<file path="src/rtl/time_keeper.sv">
// Wall-clock time base: prescales master_clk to a one-second tick and keeps hh:mm:ss.
// Define TIME_KEEPER_12H_EN for 12-hour mode with a PM flag. The default build is 24-hour mode.
module time_keeper #(
    parameter int unsigned TICK_DIV = 100_000_000
) (
    input  logic       master_clk,
    input  logic       master_rst_n,
    input  logic       set_minutes,
    input  logic       set_hours,
    output logic [5:0] seconds,
    output logic [5:0] minutes,
    output logic [4:0] hours,
    output logic       pm,
    output logic       second_tick
);

    localparam int DIV_W = (TICK_DIV > 1) ? $clog2(TICK_DIV) : 1;
    localparam logic [DIV_W-1:0] DIV_LAST = DIV_W'(TICK_DIV - 1);
`ifdef TIME_KEEPER_12H_EN
    localparam logic [4:0] HOURS_RST = 5'd12;
`else
    localparam logic [4:0] HOURS_RST = 5'd0;
`endif

    logic [DIV_W-1:0] div_cnt_q, div_cnt_d;
    logic [5:0]       seconds_q, seconds_d;
    logic [5:0]       minutes_q, minutes_d;
    logic [4:0]       hours_q, hours_d;
    logic             pm_q, pm_d;
    logic             second_tick_q, second_tick_d;

    logic tick;
    logic live_tick;
    logic sec_wrap;
    logic min_wrap;
    logic hour_inc;

    // NOTE: every signal gets a default at the top of always_comb so no path can infer a latch.
    always_comb begin
        div_cnt_d     = div_cnt_q + 1'b1;
        seconds_d     = seconds_q;
        minutes_d     = minutes_q;
        hours_d       = hours_q;
        pm_d          = pm_q;

        tick      = (div_cnt_q == DIV_LAST);
        // A minute set restarts the second, so it swallows any tick in the same cycle.
        live_tick = tick && !set_minutes;
        sec_wrap  = (seconds_q == 6'd59);
        min_wrap  = (minutes_q == 6'd59);
        second_tick_d = live_tick;

        if (tick || set_minutes) begin
            div_cnt_d = '0;
        end

        if (set_minutes) begin
            seconds_d = '0;
            minutes_d = min_wrap ? 6'd0 : minutes_q + 6'd1;
        end else if (live_tick) begin
            seconds_d = sec_wrap ? 6'd0 : seconds_q + 6'd1;
            if (sec_wrap) begin
                minutes_d = min_wrap ? 6'd0 : minutes_q + 6'd1;
            end
        end

        // A set and a carry arriving together still advance hours by exactly one.
        hour_inc = set_hours || (live_tick && sec_wrap && min_wrap);
        if (hour_inc) begin
`ifdef TIME_KEEPER_12H_EN
            if (hours_q == 5'd11) begin
                hours_d = 5'd12;
                pm_d    = !pm_q;
            end else if (hours_q == 5'd12) begin
                hours_d = 5'd1;
            end else begin
                hours_d = hours_q + 5'd1;
            end
`else
            hours_d = (hours_q == 5'd23) ? 5'd0 : hours_q + 5'd1;
            pm_d    = 1'b0;
`endif
        end
    end

    // NOTE: sequential state uses non-blocking assignments so every flop samples pre-edge values.
    always_ff @(posedge master_clk or negedge master_rst_n) begin
        if (!master_rst_n) begin
            div_cnt_q     <= '0;
            seconds_q     <= '0;
            minutes_q     <= '0;
            hours_q       <= HOURS_RST;
            pm_q          <= 1'b0;
            second_tick_q <= 1'b0;
        end else begin
            div_cnt_q     <= div_cnt_d;
            seconds_q     <= seconds_d;
            minutes_q     <= minutes_d;
            hours_q       <= hours_d;
            pm_q          <= pm_d;
            second_tick_q <= second_tick_d;
        end
    end

    assign seconds     = seconds_q;
    assign minutes     = minutes_q;
    assign hours       = hours_q;
    assign pm          = pm_q;
    assign second_tick = second_tick_q;

endmodule

</file>
<file path="config.mk">
export PLATFORM = sky130hd
export DESIGN_NAME = time_keeper
export DESIGN_NICKNAME = d
export VERILOG_FILES = /design/src/rtl/time_keeper.sv
export SDC_FILE = /design/constraint.sdc
export NUM_CORES = 1
export LEC_CHECK = 0
export CAP_MARGIN = 30
export CORE_ASPECT_RATIO = 0.6
export CORE_MARGIN = 5
export CORE_UTILIZATION = 49
export CTS_CLUSTER_DIAMETER = 100
export CTS_CLUSTER_SIZE = 20
export DETAILED_ROUTE_END_ITERATION = 16
export HOLD_SLACK_MARGIN = 0.05
export PLACE_DENSITY = 0.73
export RECOVER_POWER = 100
export SLEW_MARGIN = 20
export SYNTH_ARGS = -nofsm -noshare
export SYNTH_HDL_FRONTEND = slang
export SYNTH_SLANG_ARGS = --single-unit
</file>
<file path="constraint.sdc">
create_clock -name master_clk -period 2 [get_ports master_clk]
set_input_delay 0.3 -clock master_clk [delete_from_list [all_inputs] [get_ports master_clk]]
set_output_delay 0.3 -clock master_clk [all_outputs]
set_load 0.01 [all_outputs]
</file>
==> summary.md, run 1 <==
| Metric | Value |
|---|---|
| Final ANT Viol Nets | 0 |
| Final setup violation count | 1 |
| Clock power share | 23.3% |
| Clock Skew | 5.39 ps |
| Fin. max-slew vios | 0 |
| Worst EP arrival | 2240 ps |
| IO Pins | 23 |
| Num CTS Buffers | 5 |
| Mapped Area | 2320 um2 |
| Placed wire-length estimate | 3860 um |
| Comb pwr share | 25.2% |
| Die H | 63.3 um |
| Clock Latency Late Sink | 290 ps |
| Crit. End Element | flip-flop |
| Layout cell share with drive strength beyond 1 | 19.2% |
| Row Count | 19 |
| Final Hold Slack | 298 ps |
| CP max FO | 3 |
| Die X | 98.9 um |
| CP required | 2230 ps |
| Starting density of the core | 50.6% |
| R2r worst-path depth | 5 |
| R2R Path End | seconds[5] |
| Synth area leaders | dfrtp_1 48%, nor2_1 6.6%, xor2_1 6.0%, nand4_1 3.8%, xnor2_1 3.4% |
| GPL Wtd Cong | 0.827 |
| Final core utilization | 64.0% |
| Worst slew pin tran | 1120 ps |
| Area leader, netlist | dfrtp_1 |
| Cell-internal power | 1.55 mW |
| Critical path class | flip-flop to flip-flop |
| Synth cell types | 41 |
| Sink Count | 45 |
| Yosys top cell area share | 48.5% |
| Slew headroom | 25.4% |
| IR drop worst, VDD | 0.000667 V |
| Fmax | 498 MHz |
| Syn Inst Count | 241 |
| Most common cell after layout, fill and taps aside | dfrtp_1 |
| Leak pwr | 1.24 nW |
| Gr usage total | 18.8% |
| # hold bufs at CTS | 0 |
| Power per cell area | 762 nW/um2 |
| Fin nets | 301 |
| Maximum root-to-sink buffer count | 2 |
| Clock root cell | clkbuf_8 |
| Reg power frac | 51.6% |
| Tmin final | 2010 ps |
| Vias per cell | 5.69 |
| Largest net degree at the start of global routing | 46 |
| CTS H-tree lvls | 2 |
| Syn nets | 249 |
| Setup TNS | -7.81 ps |
| Psw | 0.686 mW |
| DRT iter0 DRCs | 149 |
| Sw Ratio | 30.6% |
| Inserted Diodes | 0 |
| First-pass GRT wire length | 9430 um |
| Worst hold path type | input pin to asynchronous set/reset pin |
| RR Startpoint | div_cnt_q[19] |
| Failing checks | setup timing |
| Sequential fraction of the synthesis area | 48.5% |
| Core Area | 4590 um2 |
| Final Cycle Share | 100% |
| Hold Vio Cnt, Final | 0 |
| DR vias | 2020 |
| Synth Area per Inst | 9.64 um2 |
| Per-cell routed wire length | 15.4 um |
| TritonCTS clock tree | built |
| Drt drc | 0 |
| Fill cell count | 370 |
| Flops & latches, synth | 45 |
| Final WS setup | -7.81 ps |
| Drt pass-1 iters | 5 |
| Power, Total | 2.24 mW |
| CTS clock-pin slew for the worst setup and hold paths | 80 ps |
| Reg-to-reg slack, setup | -8 ps |
| Die area | 6260 um2 |
| Yosys warns | 0 |
| Area grow syn2layout | 26.5% |
| Vias in the first global route | 1881 |
| Outcome | finished with violations |
| Initial antenna violation count | 0 |
| Total gr overflow | 0 |
| Number of I/O port buffers | 21 |
| Max_cap viols | 0 |
| Unrepaired setup endpoints after global routing | yes |
| Commonest cells after routing, fill and taps aside | 45 x dfrtp_1, 39 x nor2_1, 26 x buf_4 |
| Crit path launch type | flip-flop |
| Routed WL | 5480 um |
## stage by stage
step | worst slack, ps | std cells | area [um2]
floorplan | 75.5 | 241 | 2320
global placement | -22.2 | 346 | 2790
detailed placement | -53.4 | 346 | 2790
CTS | 11.5 | 355 | 2920
global route | -105 | 355 | 2940
finish | -7.81 | 355 | 2940
## Yosys cell counts
| cell | instances |
|---|---|
| nand4b_1 | 2 |
| nand4_1 | 14 |
| and4_1 | 3 |
| or4b_1 | 1 |
| o21ai_0 | 8 |
| a41oi_1 | 1 |
| xor2_1 | 16 |
| nor3_1 | 6 |
| nor2b_1 | 3 |
| o2bb2ai_1 | 3 |
| and4b_1 | 1 |
| nand2b_1 | 4 |
| a31oi_1 | 1 |
| dfrtp_1 | 45 |
| o211ai_1 | 1 |
| o221ai_1 | 2 |
| a21oi_1 | 6 |
| clkbuf_1 | 2 |
| and4_2 | 1 |
| a221o_1 | 1 |
| nand3_1 | 14 |
| mux2_2 | 5 |
| nor3_2 | 2 |
| or3_2 | 1 |
| or4_1 | 1 |
| inv_1 | 4 |
| or3_1 | 2 |
| nand2_1 | 16 |
| and3_1 | 7 |
| and2_1 | 1 |
| ha_1 | 4 |
| conb_1 | 1 |
| a21boi_0 | 1 |
| nor2_1 | 41 |
| xnor2_1 | 9 |
| buf_2 | 2 |
| nor4_1 | 3 |
| buf_4 | 1 |
| a311o_1 | 1 |
| nor3b_1 | 2 |
| o22ai_1 | 2 |
## flip-flops by register name, summed over array words and instances, names as in the netlist
register     count
second_tick      1
minutes          6
hours            5
seconds          6
div_cnt_q       27
## how the worst max path moves through the flow
stage / startpoint / to / slack (ps) / cells past startpoint
after floorplan: div_cnt_q[8] / hours[0] / 80 / 5
after global placement: div_cnt_q[8] / hours[1] / -20 / 5
after detailed placement: div_cnt_q[8] / hours[0] / -50 / 5
after CTS: div_cnt_q[19] / seconds[0] / 10 / 5
after global routing: div_cnt_q[19] / seconds[5] / -110 / 5
final: div_cnt_q[19] / seconds[5] / -8 / 5
## cell families after synthesis
kind of cell,Yosys count,share of synthesized area (%)
simple gates,125,28.0
flops,45,48.5
other cells,1,0.161
buf+inv,9,1.72
compound gates,27,7.60
mux,5,2.42
fa+ha+maj,4,2.16
xor+xnor,25,9.43
## timing repair
item / CTS / global route
pin swaps: 4 / 7
gates cloned: 0 / 0
buffers inserted: 3 / 1
setup endpoints to repair: 3 / 11
resized for setup: 5 / 13
## worst max-delay path, stage by stage, from the launching register on
cell and delay (ps):
dfrtp_1 390, or4b_4 560, nor3_4 160, nand4_1 190, or4_4 530, a21oi_2 120
## power groups by stage
stage	Combinational [mW]	Sequential [mW]	Clock, mW
finish	0.564	1.15	0.521
global route	0.624	1.19	0.580
CTS	0.600	1.15	0.539
detailed placement	0.596	1.17	0
global placement	0.588	1.16	0
floorplan	0.260	1.19	0
## metal layers
| metal | routed length [um] | track usage, % | up-vias |
|---|---|---|---|
| met4 | 47 | 4.09 | 0 |
| li1 | - | - | 964 |
| met2 | 2220 | 25.2 | 79 |
| met5 | 0 | 0 | - |
| met3 | 388 | 4.41 | 7 |
| met1 | 2830 | 30.2 | 970 |
## final cells by class
class,instances,area [um2],area share (%)
clock buffers,5,68.8,2.34
multi-input cells,187,1230,41.9
inverters,4,15.0,0.511
flip-flops and latches,45,1130,38.3
repair buffers,50,414,14.1
well taps,63,78.8,2.68
clock inverters,1,5.00,0.170
Power figures use the tool's default switching activity.
==> run 2: changes to the inputs <==
--- a/config.mk
+++ b/config.mk
@@ -15,6 +15,7 @@
 export HOLD_SLACK_MARGIN = 0.05
 export PLACE_DENSITY = 0.73
 export RECOVER_POWER = 100
+export SKIP_CTS_REPAIR_TIMING = 1
 export SLEW_MARGIN = 20
 export SYNTH_ARGS = -nofsm -noshare
 export SYNTH_HDL_FRONTEND = slang
==> constraint.sdc (replaced) <==
create_clock -name master_clk -period 2 [get_ports master_clk]
set_input_delay 0.3 -clock master_clk [delete_from_list [all_inputs] [get_ports master_clk]]
set_output_delay 0.3 -clock master_clk [all_outputs]
set_load 0.02 [all_outputs]
==> summary.md, run 2 (synthesis gave the netlist of run 1 again) <==
| Metric | Value |
|---|---|
| Power per cell area | 807 nW/um2 (+5.9%) |
| Clock Latency Late Sink | 300 ps (about the same) |
| Inserted Diodes | 0 (unchanged) |
| Final setup violation count | 1 (unchanged) |
| Crit path cell chain | or4b_4 -> nor3_4 -> and4_4 -> a41oi_4 -> mux2_4 |
| First-pass GRT wire length | 8980 um (-4.8%) |
| Die area | 6260 um2 (unchanged) |
| Met1 Track Usage GR | 29.9% (-0.34 points) |
| DR vias | 1979 (-2.0%) |
| Largest net degree at the start of global routing | 46 (unchanged) |
| Worst slew pin tran | 1120 ps (-0.954 ps) |
| Vias in the first global route | 1819 (-3.3%) |
| Met3 GRT Util | 3.64% (-0.77 points) |
| Setup TNS | -25.3 ps (-17.4 ps) |
| Crit path launch type | flip-flop |
| Vias per cell | 5.54 (-2.6%) |
| Clock Skew | 7.80 ps (+2.41 ps) |
| Leak pwr | 1.25 nW (+1.3%) |
| Cell family with the largest share of critical-path delay | simple AND/OR/NAND/NOR gates |
| Final ANT Viol Nets | 0 (unchanged) |
| Routed WL | 5510 um (+0.51%) |
| Layout cell share with drive strength beyond 1 | 18.4% (-0.81 points) |
| Row Count | 19 (unchanged) |
| Final Cycle Share | 101% (+0.87 points) |
| Worst hold path type | input pin to asynchronous set/reset pin |
| CP max FO | 4 (+1) |
| Starting density of the core | 50.6% (unchanged) |
| Initial antenna violation count | 0 (unchanged) |
| Hold Vio Cnt, Final | 0 (unchanged) |
| Most flops, register | div_cnt_q |
| TritonCTS clock tree | built |
| CP max-delay cell | or4b_4 |
| Worst EP arrival | 2210 ps (-30 ps) |
| Outcome | finished with violations |
| Crit. End Element | flip-flop |
| Drt drc | 0 (unchanged) |
| Commonest cells after routing, fill and taps aside | 45 x dfrtp_1, 40 x nor2_1, 23 x buf_4 |
| Fmax | 494 MHz (-0.86%) |
| Maximum root-to-sink buffer count | 2 (unchanged) |
| Most common cell after layout, fill and taps aside | dfrtp_1 |
| Max_cap viols | 0 (unchanged) |
| Final WS setup | -25.3 ps (-17.4 ps) |
| Max FFs per register | 27 (unchanged) |
| Clock root cell | clkbuf_8 |
| Unrepaired setup endpoints after global routing | yes |
| Num CTS Buffers | 5 (unchanged) |
| CTS clock-pin slew for the worst setup and hold paths | 80 ps (about the same) |
| Slew headroom | 25.5% (+0.064 points) |
| IR drop worst, VDD | 0.000683 V (+2.5%) |
| IO Pins | 23 (unchanged) |
| Failing checks | setup timing |
| Drt pass-1 iters | 5 (unchanged) |
| Final Hold Slack | 287 ps (-11.1 ps) |
| DRT iter0 DRCs | 161 (+8.1%) |
| Core Area | 4590 um2 (unchanged) |
| Number of I/O port buffers | 21 (unchanged) |
| Sink Count | 45 (unchanged) |
| Area grow syn2layout | 27.2% |
| Crit-path max cell delay | 550 ps (about the same) |
| Tmin final | 2030 ps (+17.4 ps) |
| CTS H-tree lvls | 2 (unchanged) |
| Fill cell count | 385 (+4.1%) |
| Critical path class | flip-flop to flip-flop |
| Die H | 63.3 um (unchanged) |
| Die X | 98.9 um (unchanged) |
| Fin. max-slew vios | 0 (unchanged) |
| Busiest grt layer | met1 |
| Total gr overflow | 0 (unchanged) |
| GR Layer Usage met2 | 22.8% (-2.3 points) |
| Fin nets | 301 (unchanged) |
| Worst path bufs/invs | 0 (unchanged) |
| Placed wire-length estimate | 3920 um (+1.7%) |
| CP required | 2180 ps (-50 ps) |
| GPL Wtd Cong | 0.825 (-0.17%) |
| Gr usage total | 17.8% (-0.99 points) |
| Per-cell routed wire length | 15.4 um (about the same) |
[run 2: path summary, 6_finish.rpt]
| check | end | depth (start not counted) | slack, ps | start |
|---|---|---|---|---|
| max | hours[1] | 5 | -30 | div_cnt_q[19] |
| min | hours[0] | 2 | 290 | master_rst_n |
| max reg2reg | hours[1] | 5 | -30 | div_cnt_q[19] |
| min reg2reg | div_cnt_q[0] | 2 | 550 | div_cnt_q[0] |
| max in group asynchronous | div_cnt_q[22] | 2 | 1020 | master_rst_n |
| min in group master_clk | div_cnt_q[0] | 2 | 550 | div_cnt_q[0] |
[run 2: report_power, final]
part / internal, mW / switching (mW) / total, mW
clock: 0.243 / 0.307 / 0.550
combinational: 0.337 / 0.351 / 0.688
sequential: 1.02 / 0.132 / 1.15
[run 2: metrics by stage]
stage	instances	cell area, um2	util (%)	power (mW)	worst slack [ps]
3_3_place_gp	347	2800	60.9	1.84	-19.8
5_1_grt	357	2950	64.4	2.52	-64.4
4_1_cts	355	2880	62.7	2.41	-94.1
3_5_place_dp	347	2800	60.9	1.86	-46.8
2_1_floorplan	241	2320	-	1.53	39.1
6_report	357	2950	64.4	2.38	-25.3
[run 2: routing by layer]
metal	routed length, um	vias up
met4	23	0
li1	-	965
met5	0	-
met3	316	2
met1	2910	961
met2	2260	51
[run 2: cell type report]
class	instances	area [um2]	area share, %
inverters	4	15.0	0.508
well taps	63	78.8	2.67
flip-flops and latches	45	1130	38.1
clock buffers	6	72.6	2.46
clock inverters	2	10.0	0.339
multi-input cells	187	1220	41.5
repair buffers	50	425	14.4
==> run 3: changes to the inputs <==
--- a/config.mk
+++ b/config.mk
@@ -9,6 +9,7 @@
 export CORE_ASPECT_RATIO = 0.6
 export CORE_MARGIN = 5
 export CORE_UTILIZATION = 49
+export CTS_BUF_LIST = sky130_fd_sc_hd__clkbuf_4
 export CTS_CLUSTER_DIAMETER = 100
 export CTS_CLUSTER_SIZE = 20
 export DETAILED_ROUTE_END_ITERATION = 16
==> summary.md, run 3 (synthesis gave the netlist of run 1 again) <==
| Metric | Value |
|---|---|
| Outcome | finished with violations |
| Failing checks | setup timing |
| Area grow syn2layout | 26.1% |
| Vias per cell | 5.44 (-1.9%) |
| Leak pwr | 1.24 nW (-0.93%) |
| Tmin final | 2010 ps (-11.9 ps) |
| CTS clock-pin slew for the worst setup and hold paths | 140 ps (+60 ps) |
| Unrepaired setup endpoints after global routing | yes |
| Vias in the first global route | 1829 (+0.55%) |
| Sink Count | 45 (unchanged) |
| DR vias | 1941 (-1.9%) |
| IO Pins | 23 (unchanged) |
| Clock Latency Late Sink | 350 ps (+50 ps) |
| CTS H-tree lvls | 2 (unchanged) |
| Total gr overflow | 0 (unchanged) |
| IR drop worst, VDD | 0.000730 V (+6.8%) |
| Crit path cell chain | or4b_4 -> nor3_4 -> nand4_1 -> or4_1 -> a21oi_2 |
| CP max FO | 3 (-1) |
| Fmax | 497 MHz (+0.59%) |
| Maximum root-to-sink buffer count | 2 (unchanged) |
| Placed wire-length estimate | 3920 um (unchanged) |
| Most common cell after layout, fill and taps aside | dfrtp_1 |
| Clock Skew | 12.5 ps (+4.74 ps) |
| Inserted Diodes | 0 (unchanged) |
| Final setup violation count | 1 (unchanged) |
| Per-cell routed wire length | 15.0 um (-3.0%) |
| Final Cycle Share | 101% (-0.59 points) |
| Commonest cells after routing, fill and taps aside | 45 x dfrtp_1, 40 x nor2_1, 25 x buf_4 |
| Slew headroom | 26.0% (+0.54 points) |
| CP max-delay cell | or4b_4 |
| Die X | 98.9 um (unchanged) |
| Power per cell area | 768 nW/um2 (-4.9%) |
| Final core utilization | 63.8% (-0.52 points) |
| Worst EP arrival | 2300 ps (+90 ps) |
| Drt drc | 0 (unchanged) |
| Fin nets | 301 (unchanged) |
| Max_cap viols | 0 (unchanged) |
| Die H | 63.3 um (unchanged) |
| Row Count | 19 (unchanged) |
| Hold Vio Cnt, Final | 0 (unchanged) |
| Max FFs per register | 27 (unchanged) |
| Die area | 6260 um2 (unchanged) |
| CP required | 2290 ps (+110 ps) |
| Number of I/O port buffers | 21 (unchanged) |
| CP startpoint | div_cnt_q[8] |
| Largest net degree at the start of global routing | 46 (unchanged) |
| Routed WL | 5350 um (-3.0%) |
| Fin. max-slew vios | 0 (unchanged) |
| Most flops, register | div_cnt_q |
| Worst hold path type | input pin to asynchronous set/reset pin |
| Power, Total | 2.25 mW (-5.7%) |
| RR Startpoint | div_cnt_q[8] |
| Final ANT Viol Nets | 0 (unchanged) |
| Core Area | 4590 um2 (unchanged) |
| Crit path launch type | flip-flop |
| GPL Wtd Cong | 0.825 (unchanged) |
| Num CTS Buffers | 5 (unchanged) |
| Layout cell share with drive strength beyond 1 | 19.4% (+1.0 points) |
| Initial antenna violation count | 0 (unchanged) |
| Starting density of the core | 50.6% (unchanged) |
| Worst path bufs/invs | 0 (unchanged) |
| Drt pass-1 iters | 4 (-1) |
| Final WS setup | -13.4 ps (+11.9 ps) |
| Crit-path max cell delay | 550 ps (about the same) |
| Crit. End Element | flip-flop |
| TritonCTS clock tree | built |
| Cell family with the largest share of critical-path delay | simple AND/OR/NAND/NOR gates |
| Critical path class | flip-flop to flip-flop |
| Worst slew pin tran | 1110 ps (-8.09 ps) |
| DRT iter0 DRCs | 145 (-9.9%) |
| Gr usage total | 17.9% (+0.047 points) |
| First-pass GRT wire length | 9030 um (+0.62%) |
| Clock root cell | clkbuf_4 |
run 3: cell count changes in the layout (fill, tap and decap cells not counted), sizes merged:
cell / change
clkbuf: -2
dlygate4sd3: -3
clkdlybuf4s50: +3
buf: +2
run 3: worst reg2reg max path: cells and delay by family, from the launching register on:
kind	cells	cell delay [ps]
flops	1	410
simple gates	4	1400
compound gates	1	140
run 3: final cells by class:
| type | count | area, um2 |
|---|---|---|
| Inverter | 4 | 15.0 |
| Clock buffer | 6 | 45.0 |
| Fill cell | 388 | 1660 |
| Sequential cell | 45 | 1130 |
| Tap cell | 63 | 78.8 |
| Timing Repair Buffer | 50 | 433 |
| Multi-Input combinational cell | 187 | 1220 |
| Clock inverter | 2 | 10.0 |
run 3: where the power goes:
group	total, mW	internal [mW]	leakage [nW]	switching [mW]
clock	0.430	0.148	0.0354	0.282
sequential	1.14	1.02	0.598	0.128
combinational	0.675	0.334	0.606	0.341
run 3: through the flow:
stage	area [um2]	instances	setup slack [ps]	setup TNS (ps)	hold slack, ps
finish	2930	357	-13.4	-13.4	224
global route	2930	357	-96.9	-288	333
CTS	2850	355	-83.2	-255	27.8
detailed placement	2800	347	-46.8	-100	427
global placement	2800	347	-19.8	-38.5	419
floorplan	2320	241	39.1	0	4.41
run 3: routing by layer:
| layer | share of wire, % | GRT usage, % |
|---|---|---|
| met2 | 40 | 23.1 |
| met1 | 53 | 29.8 |
| met5 | 0 | 0 |
| met4 | 0.43 | 3.07 |
| met3 | 5.8 | 3.97 |
run 3: path summary, 6_finish.rpt:
path | to | slack [ps] | cells after the start
max in group asynchronous | div_cnt_q[12] | 1100 | 2
max | seconds[5] | -10 | 5
min reg2reg | div_cnt_q[0] | 560 | 2
min | minutes[2] | 220 | 2
min in group master_clk | div_cnt_q[0] | 560 | 2
max reg2reg | seconds[5] | -10 | 5
==> patch 1 (flow settings as in run 3) <==
Change the parameter `TICK_DIV` from 100_000_000 to 200_000_000.
--- a/src/rtl/time_keeper.sv
+++ b/src/rtl/time_keeper.sv
@@ -2,5 +2,5 @@
 // Define TIME_KEEPER_12H_EN for 12-hour mode with a PM flag. The default build is 24-hour mode.
 module time_keeper #(
-    parameter int unsigned TICK_DIV = 100_000_000
+    parameter int unsigned TICK_DIV = 200_000_000
 ) (
     input  logic       master_clk,
Function: same outputs for any inputs over 10 cycles, from zero or initial values and one cycle with master_rst_n low; that may be too few to reach the edited logic, so the function may still have changed.
==> patch 1 against run 3 <==
The flow still finishes with violations (negative setup slack); area after synthesis decreased by 0.54%; sequential share of layout area decreased by 1.2 points; total power increased by 9.7%; routed wire length decreased by 4.1%; non-clock buffer count increased by 15; design area up 5.6%; synthesized cell count down 0.83%; sequential cell count grew 1; worst setup slack got worse by 0.11 ns; final cell count rose by 2.2%; highest routed layer unchanged.
==> patch 1: results (changes against run 3) <==
Max Fanout on Critical Path 5 (+2); hold endpoint hours[3]$_DFFE_PN0P_; metal2 WL 2250 um (+3.9%); nets 309 (+2.7%); number of synthesized flops with an enable pin 0 (unchanged); wire length on met1 2690 um (-5.5%); drt pass-1 iters 4 (unchanged); worst hold margin 0.531 ns (+0.307 ns); peak supply drop 0.580 mV (-20%); first-pass GRT wire length 8360 um (-7.4%); share of cells above drive strength 1 0.245 (+0.0512); mux contribution to synthesized area 0.0141 (-0.0102); Placed Area 2870 um2 (+2.6%); Sequential cell area 1150 um2 (+2.2%); arrival time at the worst endpoint 2.42 ns (+0.12 ns); worst relative slew slack 0.257 (-0.00345); largest cells by area after synthesis dfrtp_1 (50%), nor2_1 (4.9%), xor2_1 (4.6%), xnor2_1 (4.2%), nand2_1 (3.4%); max reg flops 28 (+3.7%); placed cells 354 (+2.0%); Reg2Reg Depth 4 (-1); Synth cell types 42 (+2.4%); HP Class flop to flop; pre-CTS setup slack -0.0966 ns (-0.0498 ns); vias after detailed routing 1921 (-1.0%); drt wl/cell 14.1 um (-6.2%); XOR/XNOR share of the synthesized area 0.0872 (-0.00707); run status finished with violations; initial antenna violation count 0 (unchanged); vias in the first global route 1836 (+0.38%); Post-Synthesis Mean Instance Area 9.66 um2 (+0.29%); Compound-Gate Fraction of Synth Area 0.0932 (+0.0172); Seq/Total Area, Yosys 0.498 (+0.0135); crit path max-delay cell type or4_4; routability congestion estimate 0.818 (-0.88%); setup TNS -0.323 ns (-0.309 ns); critical path startpoint div_cnt_q[20]$_DFF_PN0_; Routed WL 5130 um (-4.1%); syn nets 247 (-0.80%); largest net degree at the start of global routing 47 (+2.2%); WL met3 172 um (-45%); YS warnings 0 (unchanged); most frequent cells after synthesis dfrtp_1 (46), nor2_1 (30), nand2_1 (21), o21ai_0 (14); Layout Skew 0.0103 ns (-0.00228 ns); dpl hpwl 3640 um (-7.3%); clk slew on worst S/H paths 0.13 ns; Fillers 361 (-7.0%); Setup Viol. Count Final 5 (+4); Hold Path Origin hours[3]$_DFFE_PN0P_; crit-path max cell delay 0.60 ns (+0.05 ns); 1st-iter DRT viols 80 (-45%); Pleak 1.35 nW (+9.3%); gr usage total 0.164 (-0.0141); post-synthesis adder-cell area fraction 0.0217 (+0.000117); failing checks negative setup slack; final worst-path setup slack -0.127 ns (-0.114 ns)
==> patch 1: power by group <==
part | switching, W | internal, W
Clock | 0.000289 | 0.000385
Combinational | 0.000319 | 0.000296
Sequential | 0.000142 | 0.00104
Total | 0.000750 | 0.00172
==> patch 1: metal layers <==
metal,vias up,track usage
li1,964,-
met5,-,0
met3,2,0.0408
met4,0,0.0409
met2,23,0.233
met1,932,0.250
==> patch 1: logic make-up after synthesis <==
| family | after synthesis |
|---|---|
| and+or+nand+nor | 110 |
| xor gates and xnor gates | 23 |
| DFF | 46 |
| muxes | 3 |
| AOI/OAI and AO/OA | 36 |
| other | 1 |
| adders and majority gates | 4 |
| buffers and inverters | 16 |
==> patch 1: area by class of cell <==
class                   count  share of cell area
clock buffers               5              0.0121
clock inverters             3              0.0206
inverters                   6             0.00728
multi-input cells         177               0.379
flip-flops and latches     46               0.372
well taps                  63              0.0255
repair buffers             65               0.183
==> patch 2 (flow settings as in run 3) <==
Without the edit above. Register the output `seconds` once more, cleared by the reset; this adds one clock of latency there. The other outputs are not delayed to match.
--- a/src/rtl/time_keeper.sv
+++ b/src/rtl/time_keeper.sv
@@ -103,5 +103,11 @@
     end
 
-    assign seconds     = seconds_q;
+    always_ff @(posedge master_clk or negedge master_rst_n) begin
+        if (!master_rst_n) begin
+            seconds <= '0;
+        end else begin
+            seconds <= seconds_q;
+        end
+    end
     assign minutes     = minutes_q;
     assign hours       = hours_q;
Check against the original RTL: same outputs for any inputs over 10 cycles, from zero or initial values and one cycle with master_rst_n low; that may be too few to reach the edited logic, so the function may still have changed.
==> patch 2 against run 3 <==
The flow still finishes with violations (negative setup slack); highest routed layer unchanged; total power increased by 5.3%; count of clock-buffer cells in the layout unchanged; design area rose by 8.1%; routed wire length fell by 6.1%; sequential cell count increased by 6; area after synthesis rose by 1.3%; largest power group unchanged; worst setup slack got worse by 0.20 ns.
==> patch 2: results (changes against run 3) <==
run status finished with violations; failing checks negative setup slack; final worst-path setup slack -0.215 ns (-0.201 ns); gr usage total 0.160 (-0.0190); Layout Skew 0.00429 ns (-0.00825 ns); crit path max-delay cell type or4_4; Setup crit end hours[4]$_DFFE_PN0P_; vias in the first global route 1770 (-3.2%); Compound-Gate Fraction of Synth Area 0.0914 (+0.0155); critical path startpoint div_cnt_q[9]$_DFF_PN0_; peak supply drop 0.785 mV (+7.5%); most frequent cells after synthesis dfrtp_1 (51), nor2_1 (34), nand3_1 (16), nand2_1 (14), xor2_1 (14); grt met3 use 0.0441 (+0.00441); root buffer cell clkbuf_4; drt wl/cell 14.1 um (-6.1%); Setup Viol. Count Final 27 (+26); Placed Area 2920 um2 (+4.5%); met1 Use GR 0.234 (-0.0637); HP Class input port to async pin; largest net degree at the start of global routing 42 (-8.7%); DR vias/cell 5.29 (-2.6%); worst relative slew slack 0.635 (+0.375); grt met2 use 0.234 (+0.00334); WL met3 167 um (-46%); share of cells above drive strength 1 0.238 (+0.0442); Reg2Reg Depth 6 (+1); Gate power share 0.267 (-0.033); Diodes inserted 0 (unchanged); Post-Synthesis Cells 227 (-5.8%); XOR/XNOR share of the synthesized area 0.0930 (-0.00125); post-synthesis adder-cell area fraction 0.0213 (-0.000286); first-pass GRT wire length 8180 um (-9.5%); total power 0.00237 W (+5.3%); arrival time at the worst endpoint 2.52 ns (+0.22 ns); dpl hpwl 3360 um (-14%); routability congestion estimate 0.821 (-0.56%); DR top layer met4; syn nets 235 (-5.6%); Seq/Total Area, Yosys 0.542 (+0.0574); largest cells by area after synthesis dfrtp_1 (54%), nor2_1 (5.4%), xor2_1 (5.2%), xnor2_1 (4.1%), nand3_1 (3.4%); 1st-iter DRT viols 190 (+31%); wire length on met1 2670 um (-6.2%); worst hold margin 0.417 ns (+0.194 ns); Sw Pwr 0.000783 W (+4.3%); mux contribution to synthesized area 0.00957 (-0.0147)
==> patch 2: final cells by class <==
type	instances	area [um2]
sequential	51	1280
clock inverter	2	7.51
multi-input combinational	165	1160
fill	336	1450
clock buffer	6	45.0
inverter	5	18.8
timing repair buffer	65	581
tap	63	78.8
==> patch 2: through the flow <==
step | instances | setup TNS [ns] | setup slack (ns)
2_1_floorplan | 227 | -0.543 | -0.175
3_3_place_gp | 341 | -1.64 | -0.174
3_5_place_dp | 341 | -2.10 | -0.214
4_1_cts | 349 | -2.39 | -0.241
5_1_grt | 357 | -5.60 | -0.285
6_report | 357 | -1.85 | -0.215
==> patch 2: cells by family after synthesis <==
family / after synthesis
multiplexers: 2
buffers and inverters: 12
AO/OA/AOI/OAI: 32
adder cells (fa/ha/maj): 4
other: 1
XOR/XNOR: 25
flip-flops: 51
AND/OR/NAND/NOR: 100
